--- config.mk ---
export PLATFORM = sky130hd
export DESIGN_NAME = onehot_cam
export DESIGN_NICKNAME = d
export VERILOG_FILES = /design/src/rtl/gpc_cam_pkg.sv /design/src/rtl/cam_match_array.sv /design/src/rtl/onehot_cam.sv
export SDC_FILE = /design/constraint.sdc
export NUM_CORES = 1
export LEC_CHECK = 0
export CORE_ASPECT_RATIO = 1.1
export CORE_UTILIZATION = 55
export CTS_CLUSTER_SIZE = 14
export DETAILED_ROUTE_END_ITERATION = 8
export DONT_BUFFER_PORTS = 1
export GPL_ROUTABILITY_DRIVEN = 0
export PLACE_DENSITY = 0.84
export SLEW_MARGIN = 15
export SYNTH_ARGS = -nofsm -noshare
export SYNTH_HDL_FRONTEND = slang
export SYNTH_SLANG_ARGS = --single-unit
--- constraint.sdc ---
create_clock -name clk -period 1.33 [get_ports clk]
set_input_delay 0.266 -clock clk [delete_from_list [all_inputs] [get_ports clk]]
set_output_delay 0.266 -clock clk [all_outputs]
set_load 0.05 [all_outputs]
--- src/rtl/gpc_cam_pkg.sv ---
// Shared helpers for the one-hot CAM: index width derivation, multi-match
// detection and lowest-match priority encoding.
package gpc_cam_pkg;

  // Widest match vector the helpers accept; callers zero-extend into this.
  localparam int MAX_KEYS = 64;

  function automatic int clog2_min1(input int n);
    int r;
    r = 0;
    for (int i = 0; i < 31; i++) begin
      if ((1 << i) < n) r = i + 1;
    end
    return (r < 1) ? 1 : r;
  endfunction

  function automatic logic popcnt_ge2(input logic [MAX_KEYS-1:0] v);
    logic seen;
    logic multi;
    seen  = 1'b0;
    multi = 1'b0;
    for (int i = 0; i < MAX_KEYS; i++) begin
      if (v[i]) begin
        multi = multi | seen;
        seen  = 1'b1;
      end
    end
    return multi;
  endfunction

  function automatic int lowest_set_index(input logic [MAX_KEYS-1:0] v);
    int idx;
    idx = 0;
    for (int i = MAX_KEYS - 1; i >= 0; i--) begin
      if (v[i]) idx = i;
    end
    return idx;
  endfunction

endpackage

--- src/rtl/cam_match_array.sv ---
// Combinational key compare across all table entries; produces the match
// vector plus hit / multi-hit / lowest-index summaries. Holds no state.
module cam_match_array
  import gpc_cam_pkg::*;
#(
  parameter int NR_KEY    = 4,
  parameter int KEY_WIDTH = 4,
  parameter int IDX_W     = 2
) (
  input  logic [NR_KEY-1:0][KEY_WIDTH-1:0] keys,
  input  logic [NR_KEY-1:0]                valid,
  input  logic [KEY_WIDTH-1:0]             req_key,
  output logic [NR_KEY-1:0]                match,
  output logic                             hit,
  output logic                             multi,
  output logic [IDX_W-1:0]                 index
);

  logic [MAX_KEYS-1:0] match_ext;

  always_comb begin
    match = '0;
    for (int i = 0; i < NR_KEY; i++) begin
      match[i] = valid[i] && (keys[i] == req_key);
    end
  end

  // NR_KEY must not exceed MAX_KEYS; the helpers work on the widened vector.
  assign match_ext = MAX_KEYS'(match);
  assign hit       = |match;
  assign multi     = popcnt_ge2(match_ext);
  assign index     = IDX_W'(lowest_set_index(match_ext));

endmodule

--- src/rtl/onehot_cam.sv ---
// Programmable key-to-one-hot lookup: table registers, a one-deep response
// register with valid/ready flow control, and a saturating hit counter.
module onehot_cam
  import gpc_cam_pkg::*;
#(
  parameter int  NR_KEY    = 4,
  parameter int  KEY_WIDTH = 4,
  parameter int  CNT_WIDTH = 8,
  localparam int IDX_W     = clog2_min1(NR_KEY)
) (
  input  logic                 clk,
  input  logic                 rst_n,
  input  logic                 wr_en,
  input  logic [IDX_W-1:0]     wr_idx,
  input  logic [KEY_WIDTH-1:0] wr_key,
  input  logic                 wr_set,
  input  logic                 clr_all,
  input  logic                 req_valid,
  output logic                 req_ready,
  input  logic [KEY_WIDTH-1:0] req_key,
  output logic                 rsp_valid,
  input  logic                 rsp_ready,
  output logic [NR_KEY-1:0]    rsp_onehot,
  output logic [IDX_W-1:0]     rsp_index,
  output logic                 rsp_hit,
  output logic                 rsp_multi,
  output logic [CNT_WIDTH-1:0] hit_cnt
);

  logic [NR_KEY-1:0][KEY_WIDTH-1:0] keys;
  logic [NR_KEY-1:0]                valid;
  logic [NR_KEY-1:0]                match;
  logic                             hit;
  logic                             multi;
  logic [IDX_W-1:0]                 index;
  logic                             accept;

  cam_match_array #(
    .NR_KEY   (NR_KEY),
    .KEY_WIDTH(KEY_WIDTH),
    .IDX_W    (IDX_W)
  ) u_match (
    .keys   (keys),
    .valid  (valid),
    .req_key(req_key),
    .match  (match),
    .hit    (hit),
    .multi  (multi),
    .index  (index)
  );

  assign req_ready = !rsp_valid || rsp_ready;
  assign accept    = req_valid && req_ready;

  // Key storage is don't-care until its valid bit is set, so it has no reset.
  always_ff @(posedge clk) begin
    for (int i = 0; i < NR_KEY; i++) begin
      if (wr_en && (wr_idx == IDX_W'(i))) keys[i] <= wr_key;
    end
  end

  // Clear first, then the write; the later assignment wins for that entry.
  always_ff @(posedge clk or negedge rst_n) begin
    if (!rst_n) begin
      valid <= '0;
    end else begin
      if (clr_all) valid <= '0;
      for (int i = 0; i < NR_KEY; i++) begin
        if (wr_en && (wr_idx == IDX_W'(i))) valid[i] <= wr_set;
      end
    end
  end

  always_ff @(posedge clk or negedge rst_n) begin
    if (!rst_n) begin
      rsp_valid  <= 1'b0;
      rsp_onehot <= '0;
      rsp_index  <= '0;
      rsp_hit    <= 1'b0;
      rsp_multi  <= 1'b0;
    end else if (accept) begin
      rsp_valid  <= 1'b1;
      rsp_onehot <= match;
      rsp_index  <= index;
      rsp_hit    <= hit;
      rsp_multi  <= multi;
    end else if (rsp_ready) begin
      rsp_valid <= 1'b0;
    end
  end

  always_ff @(posedge clk or negedge rst_n) begin
    if (!rst_n) begin
      hit_cnt <= '0;
    end else if (rsp_valid && rsp_ready && rsp_hit && (hit_cnt != '1)) begin
      hit_cnt <= hit_cnt + 1'b1;
    end
  end

endmodule
# Yosys cells after proc, flatten, opt, wreduce, memory -nomap -nowiden
# Cells that the tools add are included.
# word_totals
ff_bits,37
latchBits,0
mem_bits_rw,0
rom_bits,0
input_bits,17
output_inout_bits,18
wordCells,63
memories,0
# classes
n_addsub,1
n_mul,0
n_div,0
magnitude_cmp,0
eq_ne,8
shifts,0
muxes,17
bitwise,2
reduce_logical,21
# op_table
operator,count
4-bit equality test,4
1-bit logical AND,12
1-bit 2-to-1 mux,12
2-bit nonzero test,5
"8-bit by 1-bit adder with 8-bit output, second input constant",1
2-bit 2-to-1 mux,4
"8-bit inequality test, second input constant",1
"2-bit equality test, second input constant",2
4-bit 2-to-1 mux,1
4-bit OR reduction,1
"2-bit by 1-bit equality test with 1-bit output, second input constant",1
2-bit zero test,1
1-bit bitwise OR,2
1-bit zero test,1
1-bit logical OR,1

# Logic depth before layout (Yosys ltp)
# Gate-level depths: netlist of run 1.
# logic_depth
depth_word,8
ltp_mapped,6
ltp_nobuf,6

# Cells and area by module
# A second synthesis of run 1 with hierarchy kept.
# unflattened
cells_unflattened,132
area_unflattened_um2,1727.9
# modules_own_cells
mod,n_inst,cells_each,area_each_um2,seq_area_each_um2
onehot_cam,1,96,1435.1,1006.0
cam_match_array,1,36,292.8,0.0

# Least setup slack after synthesis of run 1
# OpenSTA, ideal clock, no wires.
# synth_path
path_kind,register to register
from,register rsp_valid
to,register rsp_multi
setup_ns,0.119
arrival_time_ns,1.843
required_time_ns,1.211
path_slack_ns,-0.632
stages_incl_launch_ff,5
n_path_buf,0
period_less_slack_ns,1.962
path_cell_list,dfrtp_1 -> nand2b_1 -> nand2_1 -> o41ai_1 -> o21ba_1
# synth_between
elab_chain_cells,3
# synth_lines
item,line_no,text
"start, declared",onehot_cam.sv:21,"output logic rsp_valid,"
"start signal, assigned",onehot_cam.sv:76,rsp_valid <= 1'b0;
"start signal, assigned",onehot_cam.sv:82,rsp_valid <= 1'b1;
"start signal, assigned",onehot_cam.sv:88,rsp_valid <= 1'b0;
1-bit zero test,onehot_cam.sv:52,assign req_ready = !rsp_valid || rsp_ready;
1-bit logical OR,onehot_cam.sv:52,
named net req_ready,onehot_cam.sv:19,"output logic req_ready,"
1-bit logical AND,onehot_cam.sv:53,assign accept = req_valid && req_ready;
"end signal, assigned",onehot_cam.sv:86,rsp_multi <= multi;
"end, declared",onehot_cam.sv:26,"output logic rsp_multi,"
# The timed path passes the listed nets, and every way through them passes these cells.
# A chain may end at the register's enable or synchronous reset.

# Worst setup path in the final report of run 1
# layout_path
from,register keys[15] (netlist bit)
to,register rsp_multi
# layout_between
elab_chain_cells,3
# layout_lines
item,line_no,text
"start, declared",onehot_cam.sv:30,logic [NR_KEY-1:0][KEY_WIDTH-1:0] keys;
"start signal, assigned by index",onehot_cam.sv:58,if (wr_en && (wr_idx == IDX_W'(i))) keys[i] <= wr_key;
4-bit equality test,cam_match_array.sv:24,match[i] = valid[i] && (keys[i] == req_key);
1-bit logical AND,cam_match_array.sv:24,
1-bit 2-to-1 mux,gpc_cam_pkg.sv:23,if (v[i]) begin
# No other way between the ends.

==> flow_summary.toml, run 1 <==
[floorplan]
die_w_um = 54.47
core-area_mm2 = 0.002828
die_h_um = 59.71
rows = 20
io_pins = 35
die_area_mm2 = 0.003252
start_util_pct = 58.89

[clock_network]
numCtsBuffers = 5
htreeDepth = 2
clkSinkCount = 37
clock_latency_ns = 0.35
cts_tree = "yes"
clk_pin_slew_ns = 0.11
cts_root_buffer = "clkbuf_4"
clock_tree.buffer_depth = 2

[pwr]
seqPwrFrac_pct = 46.3
p_per_area_mw_per_mm2 = 1413
p_leak_nw = 0.9422
p_total_mw = 3.057
switching_share_pct = 33.33
clkPwrFrac_pct = 25.1
p_int_mw = 2.038
combPwrFrac_pct = 28.6
vdd_drop_max_v = 0.002045
p_switching_mw = 1.019

[grt]
grt_max_degree = 22
first_global_vias = 1107
antenna_found_initial = 0
overflow = 0
grt_usage_pct = 21.61
grt_pass1_wl_mm = 4.629

[detailed_routing]
num_vias = 1105
wl_per_cell_um = 16.07
drc_errors = 0
drt_iter0_markers = 9
final_antenna_net_count = 0
post_drt_via_cell_ratio = 5.553
dr.pass1.iters = 4
wirelength_mm = 3.197

[finish]
fillCellCount = 171
multi_input_area_um2 = 743.2
drive_gt1_share_pct = 41.57
diodes = 0
area_growth_pct = 29.90
final_nets = 183
final_util_pct = 76.50
final_cell_mix = "24 x buf_4, 16 x edfxtp_1, 14 x nand2_1, 13 x xor2_1, 11 x dfrtp_1"
final_area_mm2 = 0.002163
final_common_cell = "buf_4"
seqCellArea_mm2 = 0.001018

[sta]
fin_crit_ns = 1.418
rsz0062_at_grt = "true"
fin_setup_tns_ns = -0.6925
maxSlewHeadroom_pct = 37.80
final_max_slew_viol_count = 0
tightest_slew_ns = 0.9330
timing.final.setup_violations = 13
max_freq_mhz = 705.1
hold_viol_final = 0
clock_skew_ns = 0.008515
setup_ws_ns = -0.08827
period_share_pct = 106.6

[run_status]
outcome = "finished with violations"
violations = "setup timing"

[critical_path]
cp_data_arrival_time_ns = 1.67
r2r_slack_ns = -0.09
required_ns = 1.58
critPathLaunchType = "flop"
end_kind = "flop"
path_max_fanout = 3
criticalPathCategory = "flop to flop"

[synthesis]
syn_inst = 128
syn-cell-area_mm2 = 0.001665
syn-num-nets = 146
yosysWarnings = 0
synth_seq_cells = 37
yosysSeqAreaShare_pct = 60.41
syn_area_per_cell_um2 = 13.01
synth_cell_types = 33

[placement]
dp_hpwl_mm = 2.255
port_buffers = 0
dpl-instance-area_mm2 = 0.001939

[hold_path]
hp-class = "input pin to flop"

[run]
drv_cap = 0
power by group through the flow:
stage                     Combinational, mW  Sequential [mW]  Clock, mW
after floorplan                       0.254             1.72          0
after global placement                0.719             1.43          0
after detailed placement              0.733             1.44          0
after CTS                             0.768             1.41      0.782
after global routing                  0.917             1.43      0.821
final                                 0.876             1.41      0.767
synthesized netlist by cell type, drive strengths merged:
cell | count | area, µm²
dfrtp | 21 | 525.5
edfxtp | 16 | 480.5
nand2 | 16 | 60.06
xor2 | 14 | 122.6
xnor2 | 9 | 78.83
nor2 | 7 | 26.28
nand2b | 6 | 37.54
nand3 | 5 | 25.02
mux2 | 4 | 45.04
nor4 | 3 | 55.05
o21ai | 3 | 15.01
and3 | 2 | 12.51
clkbuf | 2 | 8.750
inv | 2 | 7.510
nor3b | 2 | 15.01
o31ai | 2 | 28.78
o41ai | 2 | 25.03
a21o | 1 | 7.510
a21oi | 1 | 5.000
a31oi | 1 | 6.260
and2 | 1 | 6.260
and3b | 1 | 8.760
and4 | 1 | 11.26
ha | 1 | 12.51
maj3 | 1 | 11.26
nand4 | 1 | 6.260
nor2b | 1 | 6.260
nor3 | 1 | 5.000
o21ba | 1 | 10.01
layout make-up:
| cell class | instances | area share, % |
|---|---|---|
| repair buffers | 32 | 12.67 |
| flip-flops and latches | 37 | 47.08 |
| inverters | 2 | 0.3470 |
| clock buffers | 5 | 1.735 |
| multi-input cells | 87 | 34.36 |
| clock inverters | 3 | 1.909 |
| well taps | 33 | 1.909 |
worst max-delay path, cell delays in order (launching register included):
cell and delay (ns):
edfxtp_1 0.41, xor2_1 0.23, nor4_4 0.09, buf_4 0.13, maj3_2 0.28, o21ba_1 0.18
layer usage:
| metal | track usage [%] | vias to the layer above | wire length (µm) |
|---|---|---|---|
| li1 | - | 520 | - |
| met1 | 20.20 | 528 | 1236 |
| met2 | 39.37 | 46 | 1646 |
| met3 | 8.906 | 11 | 214 |
| met4 | 9.890 | 0 | 99 |
| met5 | 0 | - | 0 |
kinds of logic after synthesis:
group | synth area share [%]
fa+ha+maj | 1.427
flops | 60.41
mux | 2.705
compound gates | 5.861
xor+xnor | 12.10
buf+inv | 0.9764
simple gates | 16.53
registers in the layout, summed over array words and instances, names as in the netlist:
signal,count
keys,16
rsp_index,2
rsp_hit,1
rsp_multi,1
rsp_valid,1
rsp_onehot,4
hit_cnt,8
valid,4
per-stage QoR:
stage               hold WS (ns)  setup WS [ns]  std cells
global route             0.01884        -0.2123        199
finish                   0.03074       -0.08827        199
global placement        -0.02915       -0.05804        182
floorplan               -0.02959        -0.1286        128
CTS                      0.02827        -0.1440        195
detailed placement      -0.02915        -0.1244        182
what timing repair did:
| action | 4_1_cts | 5_1_grt |
|---|---|---|
| hold buffers | 5 | 0 |
| gates resized for setup | 2 | 12 |
| endpoints found under the hold margin | 37 | 0 |
| setup endpoints to repair | 6 | 14 |
| pin swaps | 1 | 6 |
| buffers inserted | 0 | 4 |
worst paths after layout:
kind                               start  depth (start not counted)            end
max                             keys[15]                          5      rsp_multi
min                            req_valid                          1      rsp_valid
max reg2reg                     keys[15]                          5      rsp_multi
min reg2reg                rsp_onehot[1]                          1  rsp_onehot[1]
max in group asynchronous          rst_n                          1     hit_cnt[2]
min in group asynchronous          rst_n                          1      rsp_valid
Power figures use the tool's default switching activity.
==> run 2, diff against run 1 <==
- CTS_CLUSTER_SIZE: 14 -> 16
==> results of run 2 <==
No change in the layout: final DEF, timing and power equal those of run 1.
